### config.mk
export PLATFORM = sky130hd
export DESIGN_NAME = mdu_ctrl
export DESIGN_NICKNAME = d
export VERILOG_FILES = /design/src/rtl/mdu_ctrl_pkg.sv /design/src/rtl/mdu_div_iter.sv /design/src/rtl/mdu_ctrl.sv
export SDC_FILE = /design/constraint.sdc
export NUM_CORES = 2
export LEC_CHECK = 0
export BUFFER_PORTS_ARGS = -buffer_cell sky130_fd_sc_hd__buf_2
export CORE_MARGIN = 2
export CORE_UTILIZATION = 51
export CTS_BUF_LIST = sky130_fd_sc_hd__clkbuf_16
export CTS_CLUSTER_SIZE = 24
export DETAILED_ROUTE_END_ITERATION = 8
export PLACE_DENSITY_LB_ADDON = 0.2
export SLEW_MARGIN = 15
export SYNTH_ARGS = -nofsm -noshare
export SYNTH_HDL_FRONTEND = slang
export SYNTH_SLANG_ARGS = --single-unit
export TNS_END_PERCENT = 20
### constraint.sdc
create_clock -name clk -period 8.6 [get_ports clk]
set_input_delay 0.86 -clock clk [delete_from_list [all_inputs] [get_ports clk]]
set_output_delay 0.86 -clock clk [all_outputs]
set_load 0.005 [all_outputs]
### src/rtl/mdu_ctrl_pkg.sv
// rtl/mdu_ctrl_pkg.sv - MDU op one-hot indices, divider FSM states, multiply-pipe kinds.
package mdu_ctrl_pkg;

  localparam int MDOP_W    = 12;
  localparam int DIV_ITERS = 32;

  localparam int OP_MULT  = 0;
  localparam int OP_MULTU = 1;
  localparam int OP_DIV   = 2;
  localparam int OP_DIVU  = 3;
  localparam int OP_MTHI  = 4;
  localparam int OP_MTLO  = 5;
  localparam int OP_MFHI  = 6;
  localparam int OP_MFLO  = 7;
  localparam int OP_MADD  = 8;
  localparam int OP_MADDU = 9;
  localparam int OP_MSUB  = 10;
  localparam int OP_MSUBU = 11;

  typedef enum logic [1:0] {
    S_IDLE = 2'd0,
    S_DIV  = 2'd1,
    S_FIX  = 2'd2
  } div_state_e;

  typedef enum logic [1:0] {
    MK_PLAIN = 2'd0,
    MK_ADD   = 2'd1,
    MK_SUB   = 2'd2
  } mul_kind_e;

  function automatic logic [31:0] abs_val(input logic [31:0] v, input logic sgn);
    return (sgn && v[31]) ? (~v + 32'd1) : v;
  endfunction

endpackage

### src/rtl/mdu_div_iter.sv
// rtl/mdu_div_iter.sv - restoring-divide datapath: one quotient bit per cycle over unsigned operands.
module mdu_div_iter
  import mdu_ctrl_pkg::*;
(
  input  logic        clk,
  input  logic        rst_n,
  input  logic        start_i,
  input  logic        cancel_i,
  input  logic [31:0] dividend_i,
  input  logic [31:0] divisor_i,
  output logic        done_o,
  output logic [31:0] quo_o,
  output logic [31:0] rem_o
);

  logic        busy_q, busy_d;
  logic        done_q, done_d;
  logic [4:0]  cnt_q, cnt_d;
  logic [31:0] rem_q, rem_d;
  logic [31:0] quo_q, quo_d;
  logic [31:0] dsr_q, dsr_d;

  logic [32:0] rem_shift;
  logic [32:0] trial;

  // Partial remainder is always below the divisor, so the shifted value fits in 33 bits.
  assign rem_shift = {rem_q, quo_q[31]};
  assign trial     = rem_shift - {1'b0, dsr_q};

  always_comb begin
    busy_d = busy_q;
    done_d = 1'b0;
    cnt_d  = cnt_q;
    rem_d  = rem_q;
    quo_d  = quo_q;
    dsr_d  = dsr_q;
    if (cancel_i) begin
      busy_d = 1'b0;
    end else if (start_i) begin
      busy_d = 1'b1;
      cnt_d  = 5'd0;
      rem_d  = 32'd0;
      quo_d  = dividend_i;
      dsr_d  = divisor_i;
    end else if (busy_q) begin
      if (!trial[32]) begin
        rem_d = trial[31:0];
        quo_d = {quo_q[30:0], 1'b1};
      end else begin
        rem_d = rem_shift[31:0];
        quo_d = {quo_q[30:0], 1'b0};
      end
      cnt_d = cnt_q + 5'd1;
      if (cnt_q == 5'(DIV_ITERS - 1)) begin
        busy_d = 1'b0;
        done_d = 1'b1;
      end
    end
  end

  always_ff @(posedge clk) begin
    if (!rst_n) begin
      busy_q <= 1'b0;
      done_q <= 1'b0;
      cnt_q  <= 5'd0;
      rem_q  <= 32'd0;
      quo_q  <= 32'd0;
      dsr_q  <= 32'd0;
    end else begin
      busy_q <= busy_d;
      done_q <= done_d;
      cnt_q  <= cnt_d;
      rem_q  <= rem_d;
      quo_q  <= quo_d;
      dsr_q  <= dsr_d;
    end
  end

  assign done_o = done_q;
  assign quo_o  = quo_q;
  assign rem_o  = rem_q;

endmodule

### src/rtl/mdu_ctrl.sv
// rtl/mdu_ctrl.sv - MDU controller: 2-stage multiply pipe, divider FSM, HI/LO ownership.
// MDU_MADD_EN enables MADD/MADDU/MSUB/MSUBU in the multiply pipe.
module mdu_ctrl
  import mdu_ctrl_pkg::*;
(
  input  logic              clk,
  input  logic              rst_n,
  input  logic              mdu_start_i,
  input  logic [MDOP_W-1:0] mdu_op_i,
  input  logic [31:0]       mdu_opr1_i,
  input  logic [31:0]       mdu_opr2_i,
  input  logic              mdu_cancel_i,
  output logic              mdu_is_active,
  output logic              mdu_div_active,
  output logic              mdu_stallreq_o,
  output logic [31:0]       mdu_hi_o,
  output logic [31:0]       mdu_lo_o
);

  div_state_e  state_q, state_d;
  mul_kind_e   kind_q, kind_d, issue_kind;
  logic        mul_v_q, mul_v_d;
  logic [63:0] prod_q, prod_d;
  logic [31:0] hi_q, hi_d, lo_q, lo_d;
  logic        neg_q_q, neg_q_d, neg_r_q, neg_r_d, div0_q, div0_d;
  logic [31:0] dvd_raw_q, dvd_raw_d;

  logic        issue, mul_issue, div_start, div_signed;
  logic        macc_op, macc_signed, mul_signed;
  logic [63:0] a_ext, b_ext, sum64;
  logic        iter_done;
  logic [31:0] iter_quo, iter_rem, quo_fix, rem_fix;

`ifdef MDU_MADD_EN
  assign macc_op     = mdu_op_i[OP_MADD] | mdu_op_i[OP_MADDU] | mdu_op_i[OP_MSUB] | mdu_op_i[OP_MSUBU];
  assign macc_signed = mdu_op_i[OP_MADD] | mdu_op_i[OP_MSUB];
  assign issue_kind  = (mdu_op_i[OP_MSUB] | mdu_op_i[OP_MSUBU]) ? MK_SUB :
                       (mdu_op_i[OP_MADD] | mdu_op_i[OP_MADDU]) ? MK_ADD : MK_PLAIN;
`else
  logic unused_macc_ops;
  assign unused_macc_ops = ^mdu_op_i[OP_MSUBU:OP_MADD];
  assign macc_op         = 1'b0;
  assign macc_signed     = 1'b0;
  assign issue_kind      = MK_PLAIN;
`endif

  assign mdu_is_active  = mul_v_q | (state_q != S_IDLE);
  assign mdu_div_active = (state_q == S_DIV) | (state_q == S_FIX);
  assign mdu_stallreq_o = mdu_start_i & mdu_is_active &
                          (mdu_op_i[OP_MTHI] | mdu_op_i[OP_MTLO] | mdu_op_i[OP_MFHI] | mdu_op_i[OP_MFLO]);

  assign issue      = mdu_start_i & ~mdu_stallreq_o & ~mdu_cancel_i;
  assign mul_issue  = issue & (mdu_op_i[OP_MULT] | mdu_op_i[OP_MULTU] | macc_op);
  assign mul_signed = mdu_op_i[OP_MULT] | macc_signed;
  assign div_signed = mdu_op_i[OP_DIV];
  assign div_start  = issue & (mdu_op_i[OP_DIV] | mdu_op_i[OP_DIVU]) & (state_q == S_IDLE);

  // The low 64 bits of a 64x64 product of sign/zero-extended operands give both signed and unsigned results.
  assign a_ext = {{32{mul_signed & mdu_opr1_i[31]}}, mdu_opr1_i};
  assign b_ext = {{32{mul_signed & mdu_opr2_i[31]}}, mdu_opr2_i};

  mdu_div_iter u_div_iter (
    .clk        (clk),
    .rst_n      (rst_n),
    .start_i    (div_start),
    .cancel_i   (mdu_cancel_i),
    .dividend_i (abs_val(mdu_opr1_i, div_signed)),
    .divisor_i  (abs_val(mdu_opr2_i, div_signed)),
    .done_o     (iter_done),
    .quo_o      (iter_quo),
    .rem_o      (iter_rem)
  );

  assign quo_fix = neg_q_q ? (~iter_quo + 32'd1) : iter_quo;
  assign rem_fix = neg_r_q ? (~iter_rem + 32'd1) : iter_rem;

  always_comb begin
    case (kind_q)
      MK_ADD:  sum64 = {hi_q, lo_q} + prod_q;
      MK_SUB:  sum64 = {hi_q, lo_q} - prod_q;
      default: sum64 = prod_q;
    endcase
  end

  always_comb begin
    state_d   = state_q;
    mul_v_d   = mul_issue;
    prod_d    = prod_q;
    kind_d    = kind_q;
    hi_d      = hi_q;
    lo_d      = lo_q;
    neg_q_d   = neg_q_q;
    neg_r_d   = neg_r_q;
    div0_d    = div0_q;
    dvd_raw_d = dvd_raw_q;

    if (mul_issue) begin
      prod_d = a_ext * b_ext;
      kind_d = issue_kind;
    end

    if (mul_v_q && !mdu_cancel_i) begin
      {hi_d, lo_d} = sum64;
    end

    case (state_q)
      S_IDLE: begin
        if (div_start) begin
          state_d   = S_DIV;
          neg_q_d   = div_signed & (mdu_opr1_i[31] ^ mdu_opr2_i[31]);
          neg_r_d   = div_signed & mdu_opr1_i[31];
          div0_d    = (mdu_opr2_i == 32'd0);
          dvd_raw_d = mdu_opr1_i;
        end
      end
      S_DIV: begin
        if (mdu_cancel_i)   state_d = S_IDLE;
        else if (iter_done) state_d = S_FIX;
      end
      S_FIX: begin
        state_d = S_IDLE;
        if (!mdu_cancel_i) begin
          if (div0_q) begin
            lo_d = 32'hFFFF_FFFF;
            hi_d = dvd_raw_q;
          end else begin
            lo_d = quo_fix;
            hi_d = rem_fix;
          end
        end
      end
      default: state_d = S_IDLE;
    endcase

    if (issue && mdu_op_i[OP_MTHI]) hi_d = mdu_opr1_i;
    if (issue && mdu_op_i[OP_MTLO]) lo_d = mdu_opr1_i;
  end

  always_ff @(posedge clk) begin
    if (!rst_n) begin
      state_q   <= S_IDLE;
      mul_v_q   <= 1'b0;
      prod_q    <= 64'd0;
      kind_q    <= MK_PLAIN;
      hi_q      <= 32'd0;
      lo_q      <= 32'd0;
      neg_q_q   <= 1'b0;
      neg_r_q   <= 1'b0;
      div0_q    <= 1'b0;
      dvd_raw_q <= 32'd0;
    end else begin
      state_q   <= state_d;
      mul_v_q   <= mul_v_d;
      prod_q    <= prod_d;
      kind_q    <= kind_d;
      hi_q      <= hi_d;
      lo_q      <= lo_d;
      neg_q_q   <= neg_q_d;
      neg_r_q   <= neg_r_d;
      div0_q    <= div0_d;
      dvd_raw_q <= dvd_raw_d;
    end
  end

  assign mdu_hi_o = hi_q;
  assign mdu_lo_o = lo_q;

endmodule
==> results.py <==
metrics = {
    "setup_path": {
        "reg2reg_from": "state_q[0]",
        "reg2reg_depth": 12,
        "rr_endpoint": "u_div_iter.rem_o[23]",
        "ff2ff_setup_slack_ns": 4.39,
        "cp-end-kind": "register",
        "start_kind": "input pin",
        "cp.arrival_ns": 8.74,
        "worstPathMaxFanout": 26,
        "crit_type": "input pin to register",
        "worstPathRequired_ns": 9.11,
    },
    "clock_tree": {
        "post_cts_buffers": 0,
        "cts.sinks": 269,
        "cts_hold_buf": 0,
        "post_cts_resized": 0,
        "clk_pin_slew_ns": 0.06,
        "cts_root_buf": "clkbuf_16",
        "cts_tree": "built",
        "clkLatencyLatePin_ns": 0.57,
        "h-tree-depth": 1,
        "clockBufferDepth": 3,
        "numCtsBuffers": 29,
    },
    "logic_synthesis": {
        "syn_area_mm2": 0.0533,
        "syn_avg_cell_area_um2": 8.53,
        "ys_ff_latch": 269,
        "synth_cell_types": 72,
        "synth_top_family_by_area": "adder cells",
        "yosys.area_share.xor_xnor_pct": 3.40,
        "synth_cells": 6247,
        "synth_warnings": 0,
        "synth_mux_area_share_pct": 1.19,
        "yosys.area_share.simple_pct": 16.8,
        "yosys.area.top_type_share_pct": 42.3,
        "synth.largest_area_cell": "fa_1",
        "yosysSeqAreaShare_pct": 10.1,
        "synth-edff-count": 0,
        "post_synth_main_area_contributors": "fa_1 42%, dfxtp_1 10%, inv_1 8.0%, nand2_1 7.8%, ha_1 6.0%",
        "synth_nets": 7707,
        "synth_top_flop_cell": "dfxtp_1",
        "synth_fa_ha_area_share_pct": 48.3,
        "async_reset_ff_share_pct": 0,
        "synth_compound_area_share_pct": 9.21,
    },
    "grt": {
        "antenna_found_initial": 13,
        "grt_pass1_vias": 44700,
        "grt_pass1_wl_um": 260000,
        "grt_max_degree": 97,
        "grtUsageTotal_pct": 31.4,
        "gr-total-overflow": 0,
    },
    "finish": {
        "syn2layout_area_growth_pct": 8.73,
        "ff_latch_area_mm2": 0.00539,
        "multi_input_area_mm2": 0.0421,
        "fin_nets": 7786,
        "utilization_pct": 55.9,
        "drive_above_1_share_pct": 8.59,
        "fillers": 9633,
    },
    "detailed_routing": {
        "drt-met1-wl_um": 68900,
        "first_pass_iters": 6,
        "vias": 43100,
        "top_layer_used": "met5",
        "met2_length_um": 75100,
        "met3_length_um": 14100,
        "first_iter_violations": 3511,
        "drc": 0,
        "drt-wirelength-per-cell_um": 21.3,
        "post_drt_via_cell_ratio": 5.58,
        "ant_nets": 0,
        "routed_wirelength_um": 164000,
    },
    "timing": {
        "tightest_slew_ns": 1.10,
        "setup-violations-final": 0,
        "slew_headroom_pct": 26.6,
        "max_freq_ghz": 0.122,
        "fin_worst_skew_ns": 0.0146,
        "hold_violations": 0,
        "finalCriticalPeriod_ns": 8.23,
        "min_period_over_period_pct": 95.6,
        "fin_tns_setup_ns": 0,
        "rsz0062_at_grt": "no",
        "slew_viol_final": 0,
    },
    "floorplanning": {
        "core_mm2": 0.104,
        "start_util_pct": 51.4,
        "pin_count": 147,
        "rows": 118,
        "fp.dieH_um": 327,
        "fp.dieW_um": 327,
        "die_area_mm2": 0.107,
    },
    "placed_design": {
        "portBuffers": 142,
        "dpl.hpwl_um": 134000,
        "place.gp.congestion": 0.948,
    },
    "min_path": {
        "hold_path_end": "prod_q[55]",
        "holdCritPathClass": "register to register",
        "hold_start": "prod_q[55]",
        "holdPathStages": 2,
    },
    "run": {
        "cap_violations": 0,
    },
    "status": {
        "status": "finished clean",
    },
}
logic make-up (layout without fill, tap and decap cells):
kind of cell,after synthesis,in the layout
AO/OA/AOI/OAI,772,772
XOR/XNOR,207,207
adder cells (fa/ha/maj),1380,1380
buffers and inverters,1561,1660
flip-flops,269,269
multiplexers,63,63
other,0,4
AND/OR/NAND/NOR,1995,1995
cells in the final DEF, fill, tap and decap left out, drive strengths merged, types with 4 or more instances in the layout:
cell	n
a2111oi	4
a211o	5
a211oi	54
a21boi	4
a21o	43
a21oi	272
a221oi	55
a311oi	8
a31oi	21
and2	357
and3	34
buf	467
clkbuf	29
clkinv	10
dfxtp	269
diode	4
fa	1126
ha	254
inv	1152
mux2i	62
nand2	1106
nand2b	17
nand3	95
nand4	16
nor2	265
nor2b	11
nor3	33
nor3b	7
nor4	16
o211ai	38
o21a	14
o21ai	163
o21bai	15
o31ai	33
o41ai	16
or2	9
or3	13
or4	12
xnor2	105
xor2	102
worst max-delay path by stage:
| stage | startpoint | cells after the start | endpoint | slack (ns) |
|---|---|---|---|---|
| global placement | mdu_opr2_i[19] | 28 | prod_q[62] | -0.07 |
| floorplan | mdu_op_i[0] | 32 | prod_q[63] | 0.04 |
| detailed placement | mdu_opr2_i[19] | 28 | prod_q[62] | -0.16 |
| finish | mdu_opr2_i[19] | 28 | prod_q[62] | 0.37 |
| CTS | mdu_opr2_i[19] | 28 | prod_q[62] | 0.40 |
| global route | mdu_opr2_i[19] | 29 | prod_q[52] | 0.13 |
routing by layer:
layer | vias up | GRT usage (%)
li1 | 19200 | -
met1 | 21900 | 44.0
met2 | 1725 | 50.8
met3 | 273 | 4.44
met4 | 10 | 9.45
met5 | - | 0
worst max-delay path, cell delays in order:
cell and delay (ns):
buf_2 0.69, nand2_1 0.17, fa_1 0.55, inv_1 0.06, fa_1 0.58, fa_1 0.46, fa_1 0.57, inv_1 0.07
fa_1 0.49, inv_1 0.05, fa_1 0.45, fa_1 0.49, inv_1 0.05, fa_1 0.53, inv_1 0.06, ha_1 0.37
a21oi_1 0.10, o21ai_0 0.30, a221oi_1 0.14, buf_4 0.16, o21ai_0 0.16, a21oi_1 0.06, o41a_1 0.12, buf_4 0.17
o31ai_2 0.30, a211oi_1 0.14, or4_1 0.40, nand3_1 0.09
cells in the mapped netlist (38+ instances only):
| cell type | n |
|---|---|
| xnor2_1 | 105 |
| mux2i_1 | 62 |
| o21ai_0 | 122 |
| nor2_1 | 265 |
| nand2_1 | 1106 |
| a21oi_1 | 272 |
| nand3_1 | 95 |
| inv_1 | 1142 |
| fa_1 | 1126 |
| ha_1 | 254 |
| dfxtp_1 | 269 |
| buf_1 | 70 |
| and2_1 | 357 |
| a211oi_1 | 54 |
| clkbuf_1 | 343 |
| o21ai_1 | 40 |
| a21o_1 | 43 |
| a221oi_1 | 53 |
| o211ai_1 | 38 |
| xor2_1 | 102 |
per-stage QoR:
stage / hold WS, ns / cells / setup slack (ns) / cell area, µm²
final: 0.452 / 7730 / 0.375 / 57900
after global placement: 0.439 / 7675 / -0.0703 / 57100
after detailed placement: 0.446 / 7675 / -0.164 / 57100
after CTS: 0.453 / 7726 / 0.405 / 57900
after global routing: 0.466 / 7727 / 0.128 / 57900
after floorplan: 0.431 / 6247 / 0.0418 / 53300
layout make-up:
class                           instances  share of cell area (%)
Antenna cell                            4                  0.0173
Inverter                             1142                    7.41
Timing Repair Buffer                  467                    6.19
Tap cell                             1380                    2.98
Sequential cell                       269                    9.30
Clock buffer                           29                    1.25
Clock inverter                         22                   0.203
Multi-Input combinational cell       4417                    72.6
state kept, by name, indices dropped and copies added, names as in the netlist, 2 cells and up:
| signal | flops |
|---|---|
| mdu_lo_o | 32 |
| prod_q | 64 |
| dvd_raw_q | 32 |
| mdu_hi_o | 32 |
| u_div_iter.rem_o | 32 |
| u_div_iter.dsr_q | 32 |
| state_q | 2 |
| u_div_iter.cnt_q | 5 |
| u_div_iter.quo_o | 32 |
Power is left out: the tool's default activity adds up to more than one toggle a clock period on the data nets, which glitch-free logic cannot reach.
